## src/rtl/trace_dump_if.sv

```systemverilog
// Bundle of start/status, trace RAM read port and UART TX handshake for trace_dump.
// The abort input exists only when DUMP_ABORT_EN is defined.
interface trace_dump_if #(
  parameter int ADDR_W = 9,
  parameter int DATA_W = 8
);
  logic              start;
  logic [ADDR_W-1:0] trace_end;
  logic [ADDR_W:0]   len;
  logic [ADDR_W-1:0] raddr;
  logic              ren;
  logic [DATA_W-1:0] rdata;
  logic [DATA_W-1:0] tx_data;
  logic              trmt;
  logic              tx_done;
  logic              busy;
  logic              done;
`ifdef DUMP_ABORT_EN
  logic              abort;
`endif

  // Dump engine side
  modport master (
    input  start, trace_end, len, rdata, tx_done,
`ifdef DUMP_ABORT_EN
    input  abort,
`endif
    output raddr, ren, tx_data, trmt, busy, done
  );

  // Command processor / RAM / UART side
  modport slave (
    output start, trace_end, len, rdata, tx_done,
`ifdef DUMP_ABORT_EN
    output abort,
`endif
    input  raddr, ren, tx_data, trmt, busy, done
  );
endinterface

```

## src/rtl/trace_dump.sv

```systemverilog
// Reads the circular trace RAM oldest-to-newest and sends each sample as one UART byte.
// Define DUMP_ABORT_EN to add the abort input (stop after the byte in flight).
module trace_dump #(
  parameter int ADDR_W = 9,
  parameter int DATA_W = 8
) (
  input  logic        clk,
  input  logic        rst_n,
  trace_dump_if.master bus
);

  typedef enum logic [2:0] {
    IDLE    = 3'd0,
    READ    = 3'd1,
    LATCH   = 3'd2,
    SEND    = 3'd3,
    WAIT_TX = 3'd4
  } state_t;

  localparam logic [ADDR_W:0] DEPTH_L = {1'b1, {ADDR_W{1'b0}}};
  localparam logic [ADDR_W:0] ONE_L   = {{ADDR_W{1'b0}}, 1'b1};

  state_t            state_reg, state_next;
  logic [ADDR_W-1:0] raddr_reg, raddr_next;
  logic [ADDR_W:0]   remaining_reg, remaining_next;
  logic [DATA_W-1:0] tx_data_reg, tx_data_next;
  logic              done_reg, done_next;
  logic              abort_pend_reg, abort_pend_next;
  logic [ADDR_W:0]   eff_len;
  logic              abort_in;

`ifdef DUMP_ABORT_EN
  assign abort_in = bus.abort;
`else
  assign abort_in = 1'b0;
`endif

  // A request longer than the RAM still sends each sample exactly once
  assign eff_len = (bus.len > DEPTH_L) ? DEPTH_L : bus.len;

  always_ff @(posedge clk or negedge rst_n) begin
    if (!rst_n) begin
      state_reg      <= IDLE;
      raddr_reg      <= '0;
      remaining_reg  <= '0;
      tx_data_reg    <= '0;
      done_reg       <= 1'b0;
      abort_pend_reg <= 1'b0;
    end else begin
      state_reg      <= state_next;
      raddr_reg      <= raddr_next;
      remaining_reg  <= remaining_next;
      tx_data_reg    <= tx_data_next;
      done_reg       <= done_next;
      abort_pend_reg <= abort_pend_next;
    end
  end

  always_comb begin
    state_next      = state_reg;
    raddr_next      = raddr_reg;
    remaining_next  = remaining_reg;
    tx_data_next    = tx_data_reg;
    done_next       = 1'b0;
    abort_pend_next = abort_pend_reg;

    case (state_reg)
      IDLE: begin
        abort_pend_next = 1'b0;
        if (bus.start) begin
          if (eff_len != '0) begin
            raddr_next     = bus.trace_end + ADDR_W'(1);
            remaining_next = eff_len;
            state_next     = READ;
          end else begin
            done_next = 1'b1;
          end
        end
      end

      READ: begin
        if (abort_in) begin
          remaining_next = '0;
          done_next      = 1'b1;
          state_next     = IDLE;
        end else begin
          state_next = LATCH;
        end
      end

      LATCH: begin
        if (abort_in) begin
          remaining_next = '0;
          done_next      = 1'b1;
          state_next     = IDLE;
        end else begin
          tx_data_next = bus.rdata;
          state_next   = SEND;
        end
      end

      SEND: begin
        if (abort_in) abort_pend_next = 1'b1;
        state_next = WAIT_TX;
      end

      WAIT_TX: begin
        if (abort_in) abort_pend_next = 1'b1;
        if (bus.tx_done) begin
          remaining_next = remaining_reg - ONE_L;
          // An abort seen while the byte was in flight ends the dump here
          if (remaining_reg == ONE_L || abort_pend_reg || abort_in) begin
            remaining_next = '0;
            done_next      = 1'b1;
            state_next     = IDLE;
          end else begin
            raddr_next = raddr_reg + ADDR_W'(1);
            state_next = READ;
          end
        end
      end

      default: begin
        state_next = IDLE;
      end
    endcase
  end

  assign bus.raddr   = raddr_reg;
  assign bus.ren     = (state_reg == READ);
  assign bus.tx_data = tx_data_reg;
  assign bus.trmt    = (state_reg == SEND);
  assign bus.busy    = (state_reg != IDLE);
  assign bus.done    = done_reg;

  a_ren_trmt_exclusive : assert property (@(posedge clk) disable iff (!rst_n)
    !(bus.ren && bus.trmt));
  a_trmt_after_latch : assert property (@(posedge clk) disable iff (!rst_n)
    bus.trmt |-> $past(state_reg == LATCH));

endmodule

```

## src/flat_wrapper.sv

```systemverilog
// flat-port wrapper written by rule: the top's interface ports become plain ports
module trace_dump_flat 
#(
  parameter int ADDR_W = 9,
  parameter int DATA_W = 8
)
  (clk, rst_n, bus_start, bus_trace_end, bus_len, bus_rdata, bus_tx_done, bus_raddr, bus_ren, bus_tx_data, bus_trmt, bus_busy, bus_done);
  trace_dump_if #(.ADDR_W(ADDR_W), .DATA_W(DATA_W)) bus_i ();
  input  logic clk;
  input  logic rst_n;
  input wire logic [$bits(bus_i.start)-1:0] bus_start;
  input wire logic [$bits(bus_i.trace_end)-1:0] bus_trace_end;
  input wire logic [$bits(bus_i.len)-1:0] bus_len;
  input wire logic [$bits(bus_i.rdata)-1:0] bus_rdata;
  input wire logic [$bits(bus_i.tx_done)-1:0] bus_tx_done;
  output wire logic [$bits(bus_i.raddr)-1:0] bus_raddr;
  output wire logic [$bits(bus_i.ren)-1:0] bus_ren;
  output wire logic [$bits(bus_i.tx_data)-1:0] bus_tx_data;
  output wire logic [$bits(bus_i.trmt)-1:0] bus_trmt;
  output wire logic [$bits(bus_i.busy)-1:0] bus_busy;
  output wire logic [$bits(bus_i.done)-1:0] bus_done;
  assign bus_i.start = bus_start;
  assign bus_i.trace_end = bus_trace_end;
  assign bus_i.len = bus_len;
  assign bus_i.rdata = bus_rdata;
  assign bus_i.tx_done = bus_tx_done;
  assign bus_raddr = bus_i.raddr;
  assign bus_ren = bus_i.ren;
  assign bus_tx_data = bus_i.tx_data;
  assign bus_trmt = bus_i.trmt;
  assign bus_busy = bus_i.busy;
  assign bus_done = bus_i.done;
  trace_dump #(.ADDR_W(ADDR_W), .DATA_W(DATA_W)) u_core (.clk(clk), .rst_n(rst_n), .bus(bus_i));
endmodule
```

## config.mk

```make
export PLATFORM = sky130hd
export DESIGN_NAME = trace_dump_flat
export DESIGN_NICKNAME = d
export VERILOG_FILES = /design/src/rtl/trace_dump_if.sv /design/src/rtl/trace_dump.sv /design/src/flat_wrapper.sv
export SDC_FILE = /design/constraint.sdc
export NUM_CORES = 1
export LEC_CHECK = 0
export ABC_CLOCK_PERIOD_IN_PS = 2650
export BUFFER_PORTS_ARGS = -buffer_cell sky130_fd_sc_hd__buf_2
export CAP_MARGIN = 20
export CORE_ASPECT_RATIO = 0.7
export CORE_MARGIN = 2
export CORE_UTILIZATION = 48
export CTS_CLUSTER_DIAMETER = 50
export CTS_CLUSTER_SIZE = 40
export DETAILED_ROUTE_END_ITERATION = 10
export PLACE_DENSITY_LB_ADDON = 0.08
export REMOVE_ABC_BUFFERS = 1
export SYNTH_ARGS = -nofsm -noshare
export SYNTH_HDL_FRONTEND = slang
export SYNTH_SLANG_ARGS = --single-unit
```

## constraint.sdc

```tcl
create_clock -name clk -period 2.65 [get_ports clk]
set_clock_uncertainty 0.15 [all_clocks]
set_input_delay 0.53 -clock clk [delete_from_list [all_inputs] [get_ports clk]]
set_output_delay 0.53 -clock clk [all_outputs]
set_load 0.03 [all_outputs]
```

==> report_table.html <==
<table>
<tr><th>Metric</th><th>Value</th></tr>
<tr><th colspan="2">Status</th></tr>
<tr><td>Run status</td><td>complete, no violations</td></tr>
<tr><th colspan="2">STA</th></tr>
<tr><td>Final setup fails</td><td>0</td></tr>
<tr><td>Tcrit/Tclk final</td><td>0.9098</td></tr>
<tr><td>Highest clock rate</td><td>414.8 MHz</td></tr>
<tr><td>Fin. max-slew vios</td><td>0</td></tr>
<tr><td>Transition time of the tightest slew-check pin</td><td>0.7178 ns</td></tr>
<tr><td>Slew HR</td><td>0.5206</td></tr>
<tr><td>Hold_ws</td><td>0.1362 ns</td></tr>
<tr><td>Unrepaired setup endpoints after global routing</td><td>no</td></tr>
<tr><td>Post-layout min period</td><td>2.411 ns</td></tr>
<tr><td>Count of final hold-check violations</td><td>0</td></tr>
<tr><th colspan="2">Clock tree</th></tr>
<tr><td>Number of H-tree levels</td><td>2</td></tr>
<tr><td>Num CTS Buffers</td><td>5</td></tr>
<tr><td>Clock tree from TritonCTS</td><td>yes</td></tr>
<tr><td>Number of resized instances in the post-cts repair step</td><td>0</td></tr>
<tr><td>Root buffer selected by CTS</td><td>sky130_fd_sc_hd__clkbuf_8</td></tr>
<tr><td>Buffers from clock root to sink, at most</td><td>2</td></tr>
<tr><td>Insertion delay to the later sink of the worst-skew pair</td><td>0.29 ns</td></tr>
<tr><td>Total of hold buffers inserted after clock tree synthesis</td><td>0</td></tr>
<tr><td>Post-CTS Repair Setup Buffers</td><td>0</td></tr>
<tr><td>Clock tree sinks</td><td>31</td></tr>
<tr><td>Clock-pin transition on the worst setup and hold timing paths</td><td>0.07 ns</td></tr>
<tr><th colspan="2">Critical path</th></tr>
<tr><td>Required time of the critical path</td><td>2.70 ns</td></tr>
<tr><td>Kind of start point of the critical path</td><td>flop</td></tr>
<tr><td>Slowest stage cell on the critical path</td><td>sky130_fd_sc_hd__or4b_1</td></tr>
<tr><td>Endpoint kind of the worst setup timing path</td><td>flop</td></tr>
<tr><td>Maximum fanout along the worst path</td><td>13</td></tr>
<tr><td>Total number of cells along the worst setup path</td><td>7</td></tr>
<tr><td>Cell depth of the worst flop-to-flop path</td><td>7</td></tr>
<tr><td>RR Endpoint</td><td>u_core.bus.raddr[7]</td></tr>
<tr><td>Cell class contributing the biggest share of worst-path delay</td><td>simple AND/OR/NAND/NOR gates</td></tr>
<tr><td>CP arrival</td><td>2.46 ns</td></tr>
<tr><td>Start of the worst register-to-register path</td><td>u_core.remaining_reg[1]</td></tr>
<tr><td>Endpoint of the most critical setup path</td><td>u_core.bus.raddr[7]</td></tr>
<tr><td>Critical path, cell by cell</td><td>inv_1 &gt; ha_1 &gt; or4b_1 &gt; nor3_4 &gt; a211o_2 &gt; a2111oi_0 &gt; a311oi_2</td></tr>
<tr><td>Number of buffers and inverters on the critical path</td><td>1</td></tr>
<tr><td>Critical path class</td><td>flop to flop</td></tr>
<tr><td>Largest stage delay, worst path</td><td>0.56 ns</td></tr>
<tr><td>Worst setup slack for register-to-register paths</td><td>0.24 ns</td></tr>
<tr><td>Critical Path Source</td><td>u_core.remaining_reg[1]</td></tr>
<tr><th colspan="2">Synth</th></tr>
<tr><td>Number of distinct library cells after synthesis</td><td>53</td></tr>
<tr><td>Most common flop cell mapped by yosys</td><td>sky130_fd_sc_hd__dfrtp_1</td></tr>
<tr><td>Sequential fraction of the synthesis area</td><td>0.3919</td></tr>
<tr><td>Mapped cell area</td><td>1979 um^2</td></tr>
<tr><td>Synth warn</td><td>0</td></tr>
<tr><td>Yosys top cell area share</td><td>0.3919</td></tr>
<tr><td>Dominant cells by area after synthesis</td><td>sky130_fd_sc_hd__dfrtp_1, sky130_fd_sc_hd__mux2_2, sky130_fd_sc_hd__nor2_1</td></tr>
<tr><td>Number of enable-type register cells in the synthesized netlist</td><td>0</td></tr>
<tr><td>Total of flip-flops plus latches after synthesis</td><td>31</td></tr>
<tr><td>Post-synth top area cell</td><td>sky130_fd_sc_hd__dfrtp_1</td></tr>
<tr><td>Synthesized instance count</td><td>221</td></tr>
<tr><td>Synth async-reset ratio</td><td>1.000</td></tr>
<tr><td>Syn Area/Cell</td><td>8.957 um^2</td></tr>
<tr><th colspan="2">Flow run</th></tr>
<tr><td>Total of max-cap violations</td><td>0</td></tr>
<tr><th colspan="2">Placed design</th></tr>
<tr><td>HPWL after DPL</td><td>3571 um</td></tr>
<tr><td>Global placer's final weighted congestion</td><td>0.8182</td></tr>
<tr><td>Number of port buffers</td><td>51</td></tr>
<tr><th colspan="2">Layout</th></tr>
<tr><td>P&amp;R area growth vs syn</td><td>23.58%</td></tr>
<tr><td>Share of final-layout standard cells stronger than drive strength 1</td><td>0.3394</td></tr>
<tr><td>Number of nets in the layout</td><td>310</td></tr>
<tr><td>Number of flip-flops in the largest register</td><td>10</td></tr>
<tr><td>Fill cells</td><td>350</td></tr>
<tr><td>Diodes inserted</td><td>0</td></tr>
<tr><th colspan="2">Power</th></tr>
<tr><td>Pwr Total</td><td>2.802 mW</td></tr>
<tr><td>Max rail drop VDD</td><td>0.6097 mV</td></tr>
<tr><td>Power density over the cells</td><td>1146 nW/um^2</td></tr>
<tr><td>Cell leakage power</td><td>1.065 nW</td></tr>
<tr><th colspan="2">Drt</th></tr>
<tr><td>Via count</td><td>1931</td></tr>
<tr><td>Average detailed-routed wire length per instance</td><td>15.00 um</td></tr>
<tr><td>TritonRoute pass-1 iters</td><td>5</td></tr>
<tr><td>Post-DR vias/cell</td><td>5.869</td></tr>
<tr><td>Post-detailed-routing wire length</td><td>4935 um</td></tr>
<tr><td>Violation count after the first detailed-routing iteration</td><td>115</td></tr>
<tr><td>Post-detailed-route count of antenna-violating nets</td><td>0</td></tr>
<tr><td>DRC Markers</td><td>0</td></tr>
<tr><th colspan="2">Floorplanning</th></tr>
<tr><td>Std cell rows</td><td>19</td></tr>
<tr><td>Y dimension of the die</td><td>57.73 um</td></tr>
<tr><td>Ports placed on the boundary</td><td>52</td></tr>
<tr><td>Initial Utilization</td><td>0.5016</td></tr>
<tr><td>X dimension of the die</td><td>80.76 um</td></tr>
<tr><td>Core ar.</td><td>3946 um^2</td></tr>
<tr><td>Die Outline Area</td><td>4662 um^2</td></tr>
<tr><th colspan="2">Global route</th></tr>
<tr><td>Maximum number of pins on one net before global-route repair</td><td>32</td></tr>
<tr><td>Antenna violations before repair</td><td>0</td></tr>
<tr><td>First-pass GRT wire length</td><td>8307 um</td></tr>
<tr><td>Leftover overflow at the end of global routing</td><td>0</td></tr>
<tr><td>GRT Total Usage</td><td>0.2347</td></tr>
<tr><td>Vias in the first global route</td><td>1679</td></tr>
<tr><th colspan="2">Min path</th></tr>
<tr><td>Class of the most critical hold timing path</td><td>input port to async pin</td></tr>
</table>
[synth_stat cells, types with 2 or more instances]
cell type	instances
sky130_fd_sc_hd__ha_1	3
sky130_fd_sc_hd__buf_2	4
sky130_fd_sc_hd__o2bb2ai_1	5
sky130_fd_sc_hd__mux2i_1	2
sky130_fd_sc_hd__or4b_1	2
sky130_fd_sc_hd__nor2_1	26
sky130_fd_sc_hd__mux2_2	9
sky130_fd_sc_hd__nand2b_1	4
sky130_fd_sc_hd__clkbuf_1	2
sky130_fd_sc_hd__buf_6	3
sky130_fd_sc_hd__a211oi_2	2
sky130_fd_sc_hd__a31oi_1	3
sky130_fd_sc_hd__nor3b_1	2
sky130_fd_sc_hd__nand3_1	11
sky130_fd_sc_hd__nor3_1	12
sky130_fd_sc_hd__o21ai_0	6
sky130_fd_sc_hd__dfrtp_1	31
sky130_fd_sc_hd__a21oi_1	17
sky130_fd_sc_hd__inv_1	7
sky130_fd_sc_hd__nand4_1	2
sky130_fd_sc_hd__a2111oi_0	3
sky130_fd_sc_hd__nand2_1	18
sky130_fd_sc_hd__o21ai_1	11
sky130_fd_sc_hd__nor4_1	7
[stage by stage]
step	TNS [ns]	instances	worst slack [ns]	util	instance area, um^2
after global routing	0	329	0.02410	0.6198	2446
after CTS	0	329	0.03367	0.6097	2406
after floorplan	-15.29	211	-1.364	-	1911
after global placement	0	321	0.1768	0.5799	2288
after detailed placement	0	321	0.05463	0.5799	2288
final	0	329	0.2390	0.6198	2446
[how the worst min path moves through the flow]
stage	start	endpoint	slack, ns
2_1_floorplan	rst_n	u_core.bus.done	0.08
4_1_cts	rst_n	u_core.bus.raddr[0]	0.15
3_3_place_gp	u_core.bus.tx_data[7]	u_core.bus.tx_data[7]	0.33
5_1_grt	rst_n	u_core.bus.raddr[0]	0.19
3_5_place_dp	u_core.bus.tx_data[1]	u_core.bus.tx_data[1]	0.34
6_report	rst_n	u_core.remaining_reg[4]	0.14
[layout make-up]
class | instances | area, um^2 | area share
clock buffers | 6 | 82.58 | 0.03376
clock inverters | 2 | 35.03 | 0.01432
inverters | 7 | 26.28 | 0.01074
multi-input cells | 173 | 1151 | 0.4706
flip-flops and latches | 31 | 778.2 | 0.3182
well taps | 52 | 65.06 | 0.02660
repair buffers | 58 | 307.8 | 0.1258
[logic make-up (layout without fill, tap and decap cells)]
kind of cell | count (synthesis) | in the layout | share of synthesized area
DFF | 31 | 31 | 0.3919
adders and majority gates | 3 | 3 | 0.01897
and+or+nand+nor | 94 | 94 | 0.2453
AOI/OAI and AO/OA | 63 | 63 | 0.2225
muxes | 12 | 12 | 0.06890
xor gates and xnor gates | 1 | 1 | 0.004426
buffers and inverters | 17 | 73 | 0.04804
[power by group]
part / internal, mW / switching, mW / leakage, nW
combinational: 0.508 / 0.864 / 0.632
clock: 0.304 / 0.187 / 0.0612
sequential: 0.692 / 0.247 / 0.372
[worst reg2reg max path: cells and delay by family (launching register included)]
kind	cells	cell delay, ns
AND/OR/NAND/NOR	2	0.80
AO/OA/AOI/OAI	3	0.75
flip-flops	1	0.38
adder cells (fa/ha/maj)	1	0.14
buffers and inverters	1	0.10
[layout by cell type, fill, tap and decap left out, drive strengths merged, types with 2 or more instances in the layout]
master	Yosys	final
inv	7	7
o21ai	17	17
a2111oi	3	3
ha	3	3
mux2	10	10
a211oi	3	3
nand4	2	2
mux2i	2	2
nor3	13	13
buf	8	58
nand3	11	11
a311oi	2	2
clkbuf	2	6
or4b	2	2
nand2	18	18
a21oi	17	17
o2bb2ai	5	5
nor4	7	7
nor3b	3	3
dfrtp	31	31
a31oi	3	3
nor2	27	27
nand2b	4	4
[routing by layer]
metal | share of wire | vias up | GRT usage
li1 | - | 934 | -
met1 | 0.51 | 912 | 0.3791
met2 | 0.39 | 80 | 0.3012
met3 | 0.086 | 5 | 0.05296
met4 | 0.012 | 0 | 0.08475
met5 | 0 | - | 0
Power figures use the tool's default switching activity.
